$ cat src/rtl/io_peripheral_bank_if.sv
// I/O window bus between the processor and the peripheral bank.
//   addr     processor data address (only [2:0] decoded by the bank)
//   wr_data  processor store data
//   io_we    I/O write strobe, already qualified to the I/O window
//   rd_data  registered read data returned to the load-data mux
interface io_peripheral_bank_if;
    logic [15:0] addr;
    logic [15:0] wr_data;
    logic        io_we;
    logic [15:0] rd_data;

    modport master (output addr, output wr_data, output io_we, input rd_data);
    modport slave  (input addr, input wr_data, input io_we, output rd_data);
endinterface

$ cat src/rtl/io_peripheral_bank.sv
// io_peripheral_bank: memory-mapped I/O responder.
//   Register map (addr[2:0], upper address bits alias):
//     0 LED (RW)  1 SW (RO)  2 BTN_EVT (R/W1C)  3 TCNT (RW)
//     4 TCTRL (RW: EN, AUTO, EXP W1C, IE)  5 TRELOAD (RW)  6,7 read 0
// Ports:
//   clk, reset  clock and asynchronous active-high reset
//   bus         slave side of the I/O bus (addr, wr_data, io_we, rd_data)
//   switches    raw switch levels (synchronized internally)
//   buttons     raw button levels, active-high (synchronized internally)
//   leds        LED register contents
//   irq         timer interrupt request (EXP & IE, from flops only)

// One button lane: two-flop synchronizer, history flop and sticky event bit.
module io_btn_lane (
    input  logic clk,
    input  logic reset,
    input  logic btn_raw,
    input  logic clr,      // W1C of this bit this cycle
    output logic evt
);
    logic s1, s2, hist;
    logic rise;

    assign rise = s2 & ~hist;

    always_ff @(posedge clk or posedge reset) begin
        if (reset) begin
            s1   <= 1'b0;
            s2   <= 1'b0;
            hist <= 1'b0;
            evt  <= 1'b0;
        end else begin
            s1   <= btn_raw;
            s2   <= s1;
            hist <= s2;
            // a new edge beats a simultaneous clear
            evt  <= rise | (evt & ~clr);
        end
    end
endmodule

module io_peripheral_bank #(
    parameter int LED_W    = 10,
    parameter int SW_W     = 10,
    parameter int BTN_W    = 4,
    parameter int PRESCALE = 50000
) (
    input  logic                 clk,
    input  logic                 reset,
    io_peripheral_bank_if.slave  bus,
    input  logic [SW_W-1:0]      switches,
    input  logic [BTN_W-1:0]     buttons,
    output logic [LED_W-1:0]     leds,
    output logic                 irq
);
    localparam int PW = (PRESCALE > 2) ? $clog2(PRESCALE) : 1;
    localparam logic [PW-1:0] PMAX = PW'(PRESCALE - 1);

    localparam logic [2:0] A_LED   = 3'd0;
    localparam logic [2:0] A_SW    = 3'd1;
    localparam logic [2:0] A_BTN   = 3'd2;
    localparam logic [2:0] A_TCNT  = 3'd3;
    localparam logic [2:0] A_TCTRL = 3'd4;
    localparam logic [2:0] A_TRLD  = 3'd5;

    logic [2:0] sel;
    logic       unused_addr;

    assign sel         = bus.addr[2:0];
    assign unused_addr = ^bus.addr[15:3];

    logic wr_led, wr_btn, wr_tcnt, wr_tctrl, wr_trld;
    assign wr_led   = bus.io_we && (sel == A_LED);
    assign wr_btn   = bus.io_we && (sel == A_BTN);
    assign wr_tcnt  = bus.io_we && (sel == A_TCNT);
    assign wr_tctrl = bus.io_we && (sel == A_TCTRL);
    assign wr_trld  = bus.io_we && (sel == A_TRLD);

    // ---------------- LED register ----------------
    always_ff @(posedge clk or posedge reset) begin
        if (reset)       leds <= '0;
        else if (wr_led) leds <= bus.wr_data[LED_W-1:0];
    end

    // ---------------- switch synchronizer ----------------
    logic [SW_W-1:0] sw_s1, sw_s2;

    always_ff @(posedge clk or posedge reset) begin
        if (reset) begin
            sw_s1 <= '0;
            sw_s2 <= '0;
        end else begin
            sw_s1 <= switches;
            sw_s2 <= sw_s1;
        end
    end

    // ---------------- button lanes ----------------
    logic [BTN_W-1:0] btn_evt;

    for (genvar i = 0; i < BTN_W; i++) begin : g_btn
        io_btn_lane u_lane (
            .clk     (clk),
            .reset   (reset),
            .btn_raw (buttons[i]),
            .clr     (wr_btn & bus.wr_data[i]),
            .evt     (btn_evt[i])
        );
    end

    // ---------------- timer ----------------
    logic [PW-1:0] presc;
    logic [15:0]   tcnt, tcnt_nx;
    logic [15:0]   treload;
    logic          en, en_nx;
    logic          auto_rl, auto_nx;
    logic          expd, exp_nx;
    logic          ie, ie_nx;
    logic          tick;

    assign tick = en && (presc == PMAX);

    // Prescaler restarts from 0 whenever the timer is stopped.
    always_ff @(posedge clk or posedge reset) begin
        if (reset)         presc <= '0;
        else if (!en)      presc <= '0;
        else if (tick)     presc <= '0;
        else               presc <= presc + PW'(1);
    end

    // Tick update first, then CPU writes override it; the only exception
    // is EXP, where the tick's set wins over a same-cycle W1C.
    always_comb begin
        logic exp_set;
        tcnt_nx = tcnt;
        en_nx   = en;
        auto_nx = auto_rl;
        ie_nx   = ie;
        exp_set = 1'b0;

        if (tick) begin
            if (tcnt != 16'd0) begin
                tcnt_nx = tcnt - 16'd1;
            end else begin
                exp_set = 1'b1;
                if (auto_rl) tcnt_nx = treload;
                else         en_nx   = 1'b0;
            end
        end

        if (wr_tcnt) tcnt_nx = bus.wr_data;
        if (wr_tctrl) begin
            en_nx   = bus.wr_data[0];
            auto_nx = bus.wr_data[1];
            ie_nx   = bus.wr_data[3];
        end

        exp_nx = exp_set | (expd & ~(wr_tctrl & bus.wr_data[2]));
    end

    always_ff @(posedge clk or posedge reset) begin
        if (reset) begin
            tcnt    <= '0;
            treload <= '0;
            en      <= 1'b0;
            auto_rl <= 1'b0;
            expd    <= 1'b0;
            ie      <= 1'b0;
        end else begin
            tcnt    <= tcnt_nx;
            en      <= en_nx;
            auto_rl <= auto_nx;
            expd    <= exp_nx;
            ie      <= ie_nx;
            if (wr_trld) treload <= bus.wr_data;
        end
    end

    assign irq = expd & ie;

    // ---------------- read path ----------------
    // Selected from current register values, so a read in the same cycle
    // as a write returns the pre-write contents.
    logic [15:0] rd_nx;

    always_comb begin
        rd_nx = '0;
        case (sel)
            A_LED:   rd_nx[LED_W-1:0] = leds;
            A_SW:    rd_nx[SW_W-1:0]  = sw_s2;
            A_BTN:   rd_nx[BTN_W-1:0] = btn_evt;
            A_TCNT:  rd_nx            = tcnt;
            A_TCTRL: rd_nx[3:0]       = {ie, expd, auto_rl, en};
            A_TRLD:  rd_nx            = treload;
            default: rd_nx            = '0;
        endcase
    end

    always_ff @(posedge clk or posedge reset) begin
        if (reset) bus.rd_data <= '0;
        else       bus.rd_data <= rd_nx;
    end
endmodule

$ cat src/flat_wrapper.sv
// flat-port wrapper written by rule: the top's interface ports become plain ports
module io_peripheral_bank_flat 
#(
    parameter int LED_W    = 10,
    parameter int SW_W     = 10,
    parameter int BTN_W    = 4,
    parameter int PRESCALE = 50000
)
  (clk, reset, switches, buttons, leds, irq, bus_addr, bus_wr_data, bus_io_we, bus_rd_data);
  io_peripheral_bank_if bus_i ();
  input  logic clk;
  input  logic reset;
  input  logic [SW_W-1:0] switches;
  input  logic [BTN_W-1:0] buttons;
  output logic [LED_W-1:0] leds;
  output logic irq;
  input wire logic [$bits(bus_i.addr)-1:0] bus_addr;
  input wire logic [$bits(bus_i.wr_data)-1:0] bus_wr_data;
  input wire logic [$bits(bus_i.io_we)-1:0] bus_io_we;
  output wire logic [$bits(bus_i.rd_data)-1:0] bus_rd_data;
  assign bus_i.addr = bus_addr;
  assign bus_i.wr_data = bus_wr_data;
  assign bus_i.io_we = bus_io_we;
  assign bus_rd_data = bus_i.rd_data;
  io_peripheral_bank #(.LED_W(LED_W), .SW_W(SW_W), .BTN_W(BTN_W), .PRESCALE(PRESCALE)) u_core (.clk(clk), .reset(reset), .bus(bus_i), .switches(switches), .buttons(buttons), .leds(leds), .irq(irq));
endmodule
$ cat config.mk
export PLATFORM = sky130hd
export DESIGN_NAME = io_peripheral_bank_flat
export DESIGN_NICKNAME = d
export VERILOG_FILES = /design/src/rtl/io_peripheral_bank_if.sv /design/src/rtl/io_peripheral_bank.sv /design/src/flat_wrapper.sv
export SDC_FILE = /design/constraint.sdc
export NUM_CORES = 1
export LEC_CHECK = 0
export BUFFER_PORTS_ARGS = -buffer_cell sky130_fd_sc_hd__buf_2
export CAP_MARGIN = 25
export CORE_MARGIN = 3
export CORE_UTILIZATION = 57
export DETAILED_ROUTE_END_ITERATION = 7
export PLACE_DENSITY_LB_ADDON = 0.25
export SYNTH_ARGS = -nofsm -noshare
export SYNTH_HDL_FRONTEND = slang
export SYNTH_SLANG_ARGS = --single-unit
$ cat constraint.sdc
create_clock -name clk -period 4.5 [get_ports clk]
set_clock_uncertainty 0.1 [all_clocks]
set_input_delay 0.9 -clock clk [delete_from_list [all_inputs] [get_ports clk]]
set_output_delay 0.9 -clock clk [all_outputs]
set_load 0.1 [all_outputs]
# Word-level counts from Yosys, hierarchy flattened

Cells that the tools add are included.

Add/subtract/negate cells: 2
Multiply operators: 0
Divide/modulo/power cells: 0
$lt $le $gt $ge: 0
Equal/unequal tests: 8
Shift operators: 0
Mux-type cells: 15
Bitwise operators: 29
Reduce and logical (&&, ||, !) cells: 13

Operators by type and width:

| kind                                                | count |
|---|---|
| 2-to-1 mux 16 bit                                   | 6 |
| case mux 4 bit (6 select lines)                     | 1 |
| case mux 6 bit (4 select lines)                     | 1 |
| adder 16 x 1 -> 16 bit, second input constant       | 1 |
| equality test 16 bit, second input constant         | 1 |
| nonzero test 16 bit                                 | 1 |
| subtractor 16 x 1 -> 16 bit, second input constant  | 1 |
| AND 1 bit                                           | 15 |
| case mux 6 bit (2 select lines)                     | 1 |
| inverter 1 bit                                      | 9 |
| equality test 3 x 2 -> 1 bit, second input constant | 2 |
| equality test 3 bit, second input constant          | 2 |
| logical AND 1 bit                                   | 6 |
| 2-to-1 mux 1 bit                                    | 6 |
| OR 1 bit                                            | 5 |
| != test 2 x 1 -> 1 bit, second input constant       | 2 |
| nonzero test 2 bit                                  | 2 |
| equality test 3 x 1 -> 1 bit, second input constant | 1 |
| logical NOT 3 bit                                   | 1 |
| AND reduction 3 bit                                 | 1 |
| nonzero test 3 bit                                  | 1 |
| AND reduction 2 bit                                 | 1 |

Bits in registers: 114
Bits in latches: 0
Bits in writable memories: 0
Memory bits (read-only): 0
Input bits: 49
Output and inout bits: 27
Logic and storage cells: 94
Memories: 0

# Logic depth before layout (Yosys ltp)

Gate-level depths: netlist of run 1.

Depth in word-level cells: 6
Depth in mapped cells: 8

# By module

A second synthesis of run 1 with hierarchy kept.

Cells, all modules: 473
Area, all modules: 5,173.7 sq um

By module, submodules not included:

| module             | times used | cells an instance | area an instance (sq um) | seq. area each (sq um) |
|---|---|---|---|---|
| io_peripheral_bank | 1          | 441               | 4,678.2                  | 2,452.4 |
| io_btn_lane        | 4          | 8                 | 123.9                    | 100.1 |

# Worst setup path before layout of run 1

No wires, ideal clock.

Path type: input-to-reg
From: input port bus_addr[2]
To: register u_core.treload[0]
Arrival time: 2.305 ns
Data required time: 4.275 ns
Slack: 1.970 ns
Stages: 6
Path buffers: 2
Cells stage by stage: buf_2 > inv_1 > nor2_1 > nand3_1 > clkbuf_1 > mux2_2

Cells in the longest elaborated chain, start to end: 2

Ends and longest elaborated chain:

| what                 | line                      | source |
|---|---|---|
| start, declared      | flat_wrapper.sv:17        | `input wire logic [$bits(bus_i.addr)-1:0] bus_addr;` |
| equality test 3 bit  | io_peripheral_bank.sv:77  | `assign wr_trld = bus.io_we && (sel == A_TRLD);` |
| logical AND 1 bit    | io_peripheral_bank.sv:77  |  |
| end signal, assigned | io_peripheral_bank.sv:175 | `if (wr_trld) treload <= bus.wr_data;` |
| end, declared        | io_peripheral_bank.sv:114 | `logic [15:0] treload;` |

Every way passes these cells.
A chain may end at the register's enable or synchronous reset.

# Worst setup path after layout of run 1

From: register u_core.tcnt[8]
To: register u_core.tcnt[0]

Cells in the longest elaborated chain, start to end: 4
Elaborated cells on any way between the ends: 6
Classes of those cells: mux: 3; reduce/logical: 3

Ends and longest elaborated chain:

| what                   | line                      | source |
|---|---|---|
| start, declared        | io_peripheral_bank.sv:113 | `logic [15:0] tcnt, tcnt_nx;` |
| start signal, assigned | io_peripheral_bank.sv:170 | `tcnt <= tcnt_nx;` |
| nonzero test 16 bit *  | io_peripheral_bank.sv:142 | `if (tcnt != 16'd0) begin` |
| 2-to-1 mux 16 bit      | io_peripheral_bank.sv:142 |  |
| 2-to-1 mux 16 bit      | io_peripheral_bank.sv:141 | `if (tick) begin` |
| 2-to-1 mux 16 bit      | io_peripheral_bank.sv:151 | `if (wr_tcnt) tcnt_nx = bus.wr_data;` |

Mark *: on every way between the ends. The rest lies on a longest branch, timed or not. The select of a mux whose other input is x is not followed.

==> run metrics, run 1 <==
share of flip-flops with an asynchronous set or reset after synthesis=100%; switching power as a share of total power=32.4%; RR Endpoint=u_core.tcnt[0]; critical setup path kind=flip-flop to flip-flop; placeable core region=8460 sq um; number of diodes=0; time the final worst path needs with I/O delays and setup=between 2000 and 3000 ps; R2R cell count=5; clock edge transition at the registers on the reported setup and hold paths=60 ps; total negative slack for setup checks=0 ps; Crit. End Element=flip-flop; floorplan die area=10100 sq um; Flop pwr share=38.9%; largest voltage drop on the vdd net=0.431 mV; cell with the largest stage delay on the worst path=nor4_1; register-to-register setup slack=1810 ps; top post-synthesis cells by area=dfrtp_1 (56%), mux2_2 (6.4%), mux2i_1 (3.5%), nor2_1 (3.0%), nand2_1 (2.9%); number of different library cells in the post-synthesis netlist=54; buffer depth of the longest clock path=2; average vias per placed instance=just under 6; combined area of the multi-input logic cells=2120 sq um; number of hold-slack violations in the final timing report=0; area overhead of the layout relative to synthesis=20.5%; crit path buf inv count=0; required time worst endpoint=4760 ps; Cell Area, Synth=5110 sq um; top cells by count, synth=dfrtp_1 (114), nor2_1 (41), nand2_1 (40); CTS tree=built; Post-CTS Resized=0; router iterations before antenna repair=6; Mapped Avg Cell Area=11.3 sq um; Final Routed Wirelength=11600 um; critical path data arrival time=between 2000 and 3000 ps; count of state elements after synthesis=114; share of total power in combinational logic=19.0%; Critical Path Fanout Max=9; power density of the placed cells=531 nW/um^2; leak pwr=2.82 nW; starting density of the core=between 60% and 70%; worst slew margin relative to its limit=36.4%; remaining global-route overflow=0; dominant register cell in the synthesized netlist=dfrtp_1; aggregate global-route resource usage=24.9%; portion of total power attributed to the clock network=a little over two fifths; status=completed; violation count after the first detailed-routing iteration=252; initial antenna violation count=0; hold-fix buffers at CTS=0; Clk Tree Root Cell=clkbuf_8; CTS Buf Count=17; final layout net count=574; gate family responsible for the most delay along the worst path=simple AND/OR/NAND/NOR gates; count of pins on the block boundary=76; post-CTS repair timing setup buffer count=0; input/output buffers=62; max-cap check violation count=0; number of endpoints failing setup at the final stage=0; net switching component of the power=1.06 mW; pin count of the biggest net entering global routing=81; startpoint type of the worst setup path=flip-flop; Syn. warnings=0; Slew Limit Fails=0; setup repair after global routing missed its margin=false; share of layout cells above drive strength 1=between 20% and 30%; sink count of the clock tree=114; weighted congestion reported at the end of routability-driven placement=roughly 0.87; count of antenna-violating nets left after detailed routing=0; half-perimeter wire length of the detailed placement result=7380 um; part of the Yosys area used for sequential elements=around 56%; most area-hungry cell type in the Yosys netlist=dfrtp_1; Chip Height=101 um; ratio of final minimum period to clock period=59.7%; slew of the pin with the lowest slew margin=950 ps; combined flip-flop and latch cell area=approximately 2900 sq um; insertion delay to the later sink of the worst-skew pair=520 ps; r2r startpoint=u_core.tcnt[8]; DRC violations left=0; top-count cell post-synth=dfrtp_1; htree depth=4; min setup slack post-route=roughly 1800 ps; worst slack, placed=1430 ps; top cell type's share of synthesized area=55.8%; peak clock frequency supported by timing=between 300 and 400 MHz; wire per inst=about 18 um; wire length of the first global-routing pass=about 20000 um; via count of the first global-routing pass=just over 4000; via total after detailed routing=between 3000 and 4000; total internal power=2.21 mW; Critical Path Max Stage Delay=740 ps; number of placement rows=33; Chip Width=101 um; number of flops mapped to enable cells by yosys=0; cell-by-cell listing of the critical path=nor4_1 > nand4_1 > or3b_1 > o21ai_0 > a221oi_1; number of instances in the synthesized netlist=454; count of fill cells added during filler insertion=573; class of the worst hold path=input pin to asynchronous set/reset pin; syn nets=506
kinds of logic (layout without fill, tap and decap cells):
kind of cell,Yosys count,count (layout),share of synthesized area [%]
buffers and inverters,33,114,2.91
adder cells (fa/ha/maj),3,3,0.735
XOR/XNOR,21,21,3.60
multiplexers,47,47,9.92
flip-flops,114,114,55.8
AO/OA/AOI/OAI,78,78,10.6
AND/OR/NAND/NOR,158,158,16.4
metal layers:
layer / vias up / track usage (%) / routed length [um]
li1: 1753 / - / -
met1: 1908 / 31.6 / 4920
met2: 131 / 40.1 / 5800
met3: 18 / 5.61 / 661
met4: 0 / 12.7 / 208
met5: - / 0 / 0
through the flow:
stage | area (sq um) | utilization [%] | total power, mW | cells | hold WS (ps)
2_1_floorplan | 5110 | - | 1.76 | 454 | 231
3_3_place_gp | 5510 | 65.1 | 1.88 | 606 | 232
3_5_place_dp | 5510 | 65.1 | 1.90 | 606 | 235
4_1_cts | 6120 | 72.4 | 3.28 | 638 | 249
5_1_grt | 6160 | 72.7 | 3.40 | 640 | 132
6_report | 6160 | 72.7 | 3.27 | 640 | 143
registers in the layout (all words and copies together) (netlist names):
| register | cells |
|---|---|
| u_core.expd | 1 |
| u_core.g_btn.u_lane.s1 | 4 |
| u_core.auto_rl | 1 |
| u_core.treload | 16 |
| u_core.presc | 16 |
| u_core.tcnt | 16 |
| u_core.en | 1 |
| u_core.g_btn.u_lane.evt | 4 |
| u_core.g_btn.u_lane.hist | 4 |
| u_core.sw_s2 | 10 |
| u_core.g_btn.u_lane.s2 | 4 |
| u_core.sw_s1 | 10 |
| u_core.leds | 10 |
| u_core.ie | 1 |
| u_core.bus.rd_data | 16 |
layout make-up:
type / instances / area share [%]
Tap cell: 105 / 2.13
Clock buffer: 19 / 7.17
Clock inverter: 13 / 2.80
Multi-Input combinational cell: 307 / 34.5
Timing Repair Buffer: 70 / 6.30
Inverter: 12 / 0.772
Sequential cell: 114 / 46.3
power groups by stage:
stage               clock [mW]  combinational [mW]  sequential, mW
finish                    1.38               0.623            1.27
CTS                       1.39               0.623            1.27
floorplan                    0               0.270            1.49
global route              1.44               0.664            1.29
global placement             0               0.604            1.28
detailed placement           0               0.618            1.28
cell usage in the layout (no fill, tap or decap), drive strengths merged, types with 7 or more instances in the layout:
| cell type | synthesis | layout |
|---|---|---|
| a21oi | 13 | 13 |
| a221o | 7 | 7 |
| xnor2 | 12 | 12 |
| buf | 6 | 69 |
| nand3 | 11 | 11 |
| mux2i | 18 | 18 |
| nand4 | 9 | 9 |
| nor2 | 41 | 41 |
| inv | 12 | 16 |
| and2 | 15 | 15 |
| nand2 | 41 | 41 |
| dfrtp | 114 | 114 |
| o21ai | 21 | 21 |
| xor2 | 9 | 9 |
| nor2b | 8 | 8 |
| clkbuf | 15 | 20 |
| a22o | 8 | 8 |
| mux2 | 29 | 29 |
worst max path at each step:
| stage | from | endpoint | slack [ps] | cells after the start |
|---|---|---|---|---|
| finish | u_core.tcnt[8] | u_core.tcnt[0] | 1810 | 5 |
| global route | u_core.tcnt[4] | u_core.tcnt[0] | 1660 | 5 |
| CTS | u_core.tcnt[8] | u_core.tcnt[0] | 1860 | 5 |
| detailed placement | bus_addr[1] | u_core.treload[8] | 1430 | 5 |
| global placement | bus_addr[1] | u_core.treload[15] | 1490 | 5 |
| floorplan | reset | u_core.auto_rl | 480 | 1 |
(Power assumes the default switching activity.)
==> inputs of run 2 (changes only) <==
clock period = 2.6 ns   (was 4.5 ns; I/O delays follow)
==> run metrics, run 2 (same netlist as run 1, synthesis figures left out) <==
status=completed; setup repair after global routing missed its margin=false; Final Routed Wirelength=12300 um; final layout net count=603; insertion delay to the later sink of the worst-skew pair=~520 ps; input/output buffers=62; area overhead of the layout relative to synthesis=24.8%; Chip Width=about 100 um; via total after detailed routing=3980; number of hold-slack violations in the final timing report=0; Crit. End Element=flip-flop; violation count after the first detailed-routing iteration=249; required time worst endpoint=2900 ps; router iterations before antenna repair=5; floorplan die area=10100 sq um; critical path data arrival time=2780 ps; count of antenna-violating nets left after detailed routing=0; cell with the largest stage delay on the worst path=or4_4; leak pwr=2.92 nW; Critical Path Max Stage Delay=600 ps; most frequent cells in the layout=dfrtp_1 (114), buf_2 (62), nor2_1 (41); startpoint type of the worst setup path=flip-flop; largest voltage drop on the vdd net=0.724 mV; CTS Buf Count=17; sink count of the clock tree=114; max-cap check violation count=0; number of placement rows=33; Critical Path Fanout Max=10; buffer depth of the longest clock path=2; Slew Limit Fails=0; starting density of the core=60.4%; aggregate global-route resource usage=26.6%; share of layout cells above drive strength 1=27.5%; number of diodes=0; cell-by-cell listing of the critical path=or4_4 > nor4b_4 > nand2_2 > mux2i_1 > a221o_2; clock edge transition at the registers on the reported setup and hold paths=60 ps; power density of the placed cells=just under 900 nW/um^2; wire per inst=18.4 um; critical setup path kind=flip-flop to flip-flop; time the final worst path needs with I/O delays and setup=2490 ps; worst slew margin relative to its limit=a little under a third; total negative slack for setup checks=0 ps; weighted congestion reported at the end of routability-driven placement=between 0.8 and 0.9; htree depth=4; DRC violations left=0; initial antenna violation count=0; half-perimeter wire length of the detailed placement result=about 7700 um; slew of the pin with the lowest slew margin=1040 ps; class of the worst hold path=input pin to asynchronous set/reset pin; Clk Tree Root Cell=clkbuf_8; wire length of the first global-routing pass=20600 um; ratio of final minimum period to clock period=95.6%; remaining global-route overflow=0; number of endpoints failing setup at the final stage=0; peak clock frequency supported by timing=402 MHz; pin count of the biggest net entering global routing=115; post-CTS repair timing setup buffer count=0; CTS tree=built; via count of the first global-routing pass=4081; Chip Height=101 um; placeable core region=8460 sq um; count of pins on the block boundary=76; most common library cell in the layout ignoring fill and taps=dfrtp_1; total power=5.65 mW; average vias per placed instance=5.95
-- run 2: cell count changes in the layout (fill, tap and decap cells not counted), sizes merged --
cell | previous run | this run
clkinvlp | 1 | 5
inv | 16 | 13
dlygate4sd3 | 0 | 14
buf | 69 | 85
clkinv | 5 | 3
-- run 2: area by class of cell --
type | count | area, sq um
clock buffers | 20 | 435
clock inverters | 12 | 156
fillers | 573 | 2090
inverters | 12 | 48.8
multi-input cells | 307 | 2110
flip-flops and latches | 114 | 2850
well taps | 105 | 131
repair buffers | 99 | 636
-- run 2: routing by layer --
metal | vias to the layer above | track usage, % | wire length, um
met4 | 0 | 10.1 | 194
met5 | - | 0 | 0
met2 | 131 | 44.1 | 6260
li1 | 1812 | - | -
met1 | 2019 | 33.8 | 5150
met3 | 18 | 6.37 | 684
-- run 2: worst paths after layout --
| check | endpoint | startpoint | cells past startpoint | slack, ps |
|---|---|---|---|---|
| max | u_core.tcnt[8] | u_core.tcnt[8] | 5 | 110 |
| min | u_core.sw_s1[7] | reset | 3 | 50 |
| max reg2reg | u_core.tcnt[8] | u_core.tcnt[8] | 5 | 110 |
| min reg2reg | u_core.sw_s2[9] | u_core.sw_s1[9] | 0 | 250 |
| max in group asynchronous | u_core.bus.rd_data[13] | reset | 3 | 1880 |
| min in group clk | u_core.treload[12] | bus_wr_data[12] | 2 | 150 |
-- run 2: repair_timing --
action                                 CTS  global route
gates resized for setup                  0             0
hold buffers                            14             0
endpoints found under the hold margin   14             0
-- run 2: power by group --
group          internal [mW]  switching (mW)  total, mW
Combinational          0.344           0.803       1.15
Sequential              1.99           0.191       2.18
Clock                   1.49           0.834       2.32
-- run 2: worst max-delay path, delay by kind of cell (launching register included) --
family | cells | cell delay, ps
AOI/OAI and AO/OA | 1 | 360
and+or+nand+nor | 3 | 1260
muxes | 1 | 190
DFF | 1 | 460
-- run 2: per-stage QoR --
step | cells | utilization [%] | hold WS [ps] | cell area [sq um] | worst slack (ps)
finish | 669 | 75.3 | 54.0 | 6370 | 115
global route | 669 | 75.3 | 110 | 6370 | 1.43
CTS | 669 | 75.3 | 86.0 | 6370 | 129
detailed placement | 623 | 66.7 | 235 | 5640 | 162
global placement | 623 | 66.7 | 232 | 5640 | 216
floorplan | 454 | - | 231 | 5110 | 350
==> inputs of run 3 (changes only) <==
ABC_AREA = 1   (was not set)
==> run metrics, run 3 <==
status=completed; number of placement rows=34; register-to-register setup slack=roughly 500 ps; count of state elements after synthesis=114; count of pins on the block boundary=76; time the final worst path needs with I/O delays and setup=2100 ps; max-cap check violation count=0; minimum hold slack=42.5 ps; input/output buffers=62; RR Endpoint=u_core.tcnt[4]; top cells by count, synth=nand2_1 (166), dfrtp_1 (114), nand3_1 (93); Slew Limit Fails=0; aggregate global-route resource usage=27.3%; wire per inst=~16 um; ratio of final minimum period to clock period=between 80% and 90%; router iterations before antenna repair=5; Clk Tree Root Cell=clkbuf_8; placeable core region=8930 sq um; setup repair after global routing missed its margin=false; share of layout cells above drive strength 1=16.7%; pin count of the biggest net entering global routing=roughly 120; most area-hungry cell type in the Yosys netlist=dfrtp_1; peak clock frequency supported by timing=476 MHz; top post-synthesis cells by area=dfrtp_1 (53%), nand2_1 (12%), nand3_1 (8.7%), inv_1 (5.8%), o21ai_0 (4.1%); via total after detailed routing=4807; area overhead of the layout relative to synthesis=22.1%; worst slack, placed=around 370 ps; startpoint type of the worst setup path=flip-flop; critical path data arrival time=about 2400 ps; CTS tree=built; dominant register cell in the synthesized netlist=dfrtp_1; Chip Height=103 um; Crit. End Element=flip-flop; Mapped Avg Cell Area=8.20 sq um; most frequent cells in the layout=nand2_1 (166), dfrtp_1 (114), nand3_1 (93); fin cells=857; largest voltage drop on the vdd net=0.852 mV; number of instances in the synthesized netlist=between 600 and 700; top-count cell post-synth=nand2_1; Cell Area, Synth=approximately 5300 sq um; cell count after placement=811; r2r startpoint=u_core.tcnt[1]; final core utilization=73.1%; final layout net count=between 700 and 800; wire length of the first global-routing pass=22300 um; half-perimeter wire length of the detailed placement result=8630 um; average vias per placed instance=5.61; initial antenna violation count=0; insertion delay to the later sink of the worst-skew pair=520 ps; worst slew margin relative to its limit=approximately half; count of antenna-violating nets left after detailed routing=0; clock edge transition at the registers on the reported setup and hold paths=60 ps; top cell type's share of synthesized area=53.4%; number of hold-slack violations in the final timing report=0; crit path buf inv count=2; required time worst endpoint=2910 ps; sink count of the clock tree=about 110; CTS Buf Count=17; critical setup path kind=flip-flop to flip-flop; gate family responsible for the most delay along the worst path=simple AND/OR/NAND/NOR gates; number of endpoints failing setup at the final stage=0; Critical Path Max Stage Delay=roughly 400 ps; remaining global-route overflow=0; Syn. warnings=0; R2R cell count=10; cell with the largest stage delay on the worst path=dfrtp_1; cell-by-cell listing of the critical path=inv_1 > ha_1 > nand3_1 > nor2_4 > nand2_1 > clkinv_1 > nand2_1 > nand3_1 > nand3_1 > nand2_1; number of flops mapped to enable cells by yosys=0; min setup slack post-route=499 ps; Final Routed Wirelength=13600 um; floorplan die area=10600 sq um; part of the Yosys area used for sequential elements=a little over half; Chip Width=slightly above 100 um; leak pwr=3.29 nW; share of flip-flops with an asynchronous set or reset after synthesis=between 90% and 100%; syn nets=704; class of the worst hold path=input pin to asynchronous set/reset pin; slew of the pin with the lowest slew margin=745 ps; Post-CTS Resized=0; Critical Path Fanout Max=11; htree depth=4; number of diodes=0; most common library cell in the layout ignoring fill and taps=nand2_1; power density of the placed cells=between 900 and 1000 nW/um^2; weighted congestion reported at the end of routability-driven placement=0.919; buffer depth of the longest clock path=2; DRC violations left=0; worst setup path startpoint=u_core.tcnt[1]; endpoint of the most critical setup path=u_core.tcnt[4]; total negative slack for setup checks=0 ps; number of different library cells in the post-synthesis netlist=34; via count of the first global-routing pass=~4700; starting density of the core=59.8%; violation count after the first detailed-routing iteration=roughly 380; number of gates on the worst path with buffers counted=10
## run 3: cell types whose count changed after synthesis, sizes merged, moves of 8 or more
cell and delta:
xnor2 -11, nand3 +85, inv +76, and2 -15
mux2i -18, mux2 -29, nor2 +24, nor2b -8
a22o -8, o21ai +24, nand2 +129
## run 3: how the worst min path moves through the flow
| stage | endpoint | slack (ps) | cells after the start |
|---|---|---|---|
| 6_report | u_core.presc[7] | 40 | 3 |
| 3_3_place_gp | u_core.sw_s2[8] | 230 | 0 |
| 3_5_place_dp | u_core.sw_s2[0] | 230 | 0 |
| 2_1_floorplan | u_core.g_btn[0].u_lane.s2 | 230 | 0 |
| 4_1_cts | u_core.presc[6] | 90 | 3 |
| 5_1_grt | u_core.leds[9] | 100 | 3 |
## run 3: cells by family after synthesis
group | Yosys count | share of synthesized area [%]
simple gates | 352 | 29.7
compound gates | 72 | 7.68
flops | 114 | 53.4
fa+ha+maj | 3 | 0.702
buf+inv | 105 | 7.59
xor+xnor | 6 | 0.983
## run 3: repair_timing
item | in CTS | in global routing
endpoints found under the hold margin | 14 | 0
setup buffers | 0 | 0
endpoints found under the setup margin | 0 | 0
hold buffers | 14 | 0
## run 3: worst register-to-register path: stages, from the launching register on
cell      delay (ps)
dfrtp_1          390
inv_1             90
ha_1             220
nand3_1          140
nor2_4            60
nand2_1          300
clkinv_1         340
nand2_1          130
nand3_1           80
nand3_1          100
nand2_1           50
## run 3: per-stage QoR
stage / instance area, sq um / power, mW
after floorplan: 5350 / 3.38
after global placement: 5770 / 3.67
after detailed placement: 5770 / 3.71
after CTS: 6530 / 6.17
after global routing: 6530 / 6.45
final: 6530 / 6.17
## run 3: where the power goes
| part | internal (mW) | switching (mW) | total (mW) | leakage, nW |
|---|---|---|---|---|
| registers | 2.03 | 0.221 | 2.25 | 1.39 |
| clock network | 1.52 | 0.906 | 2.43 | 0.306 |
| logic | 0.370 | 1.11 | 1.48 | 1.59 |
## run 3: final cells by class
class | count | area [sq um]
Inverter | 90 | 342
Multi-Input combinational cell | 433 | 2090
Clock inverter | 14 | 191
Timing Repair Buffer | 80 | 493
Tap cell | 108 | 135
Fill cell | 636 | 2410
Clock buffer | 18 | 428
Sequential cell | 114 | 2850
## run 3: metal layers
metal	part of all wire [%]	up-vias	global-route usage, %
li1	-	2284	-
met1	42	2318	35.4
met2	50	175	44.2
met3	6.4	30	8.19
met4	1.7	0	9.26
met5	0	-	0
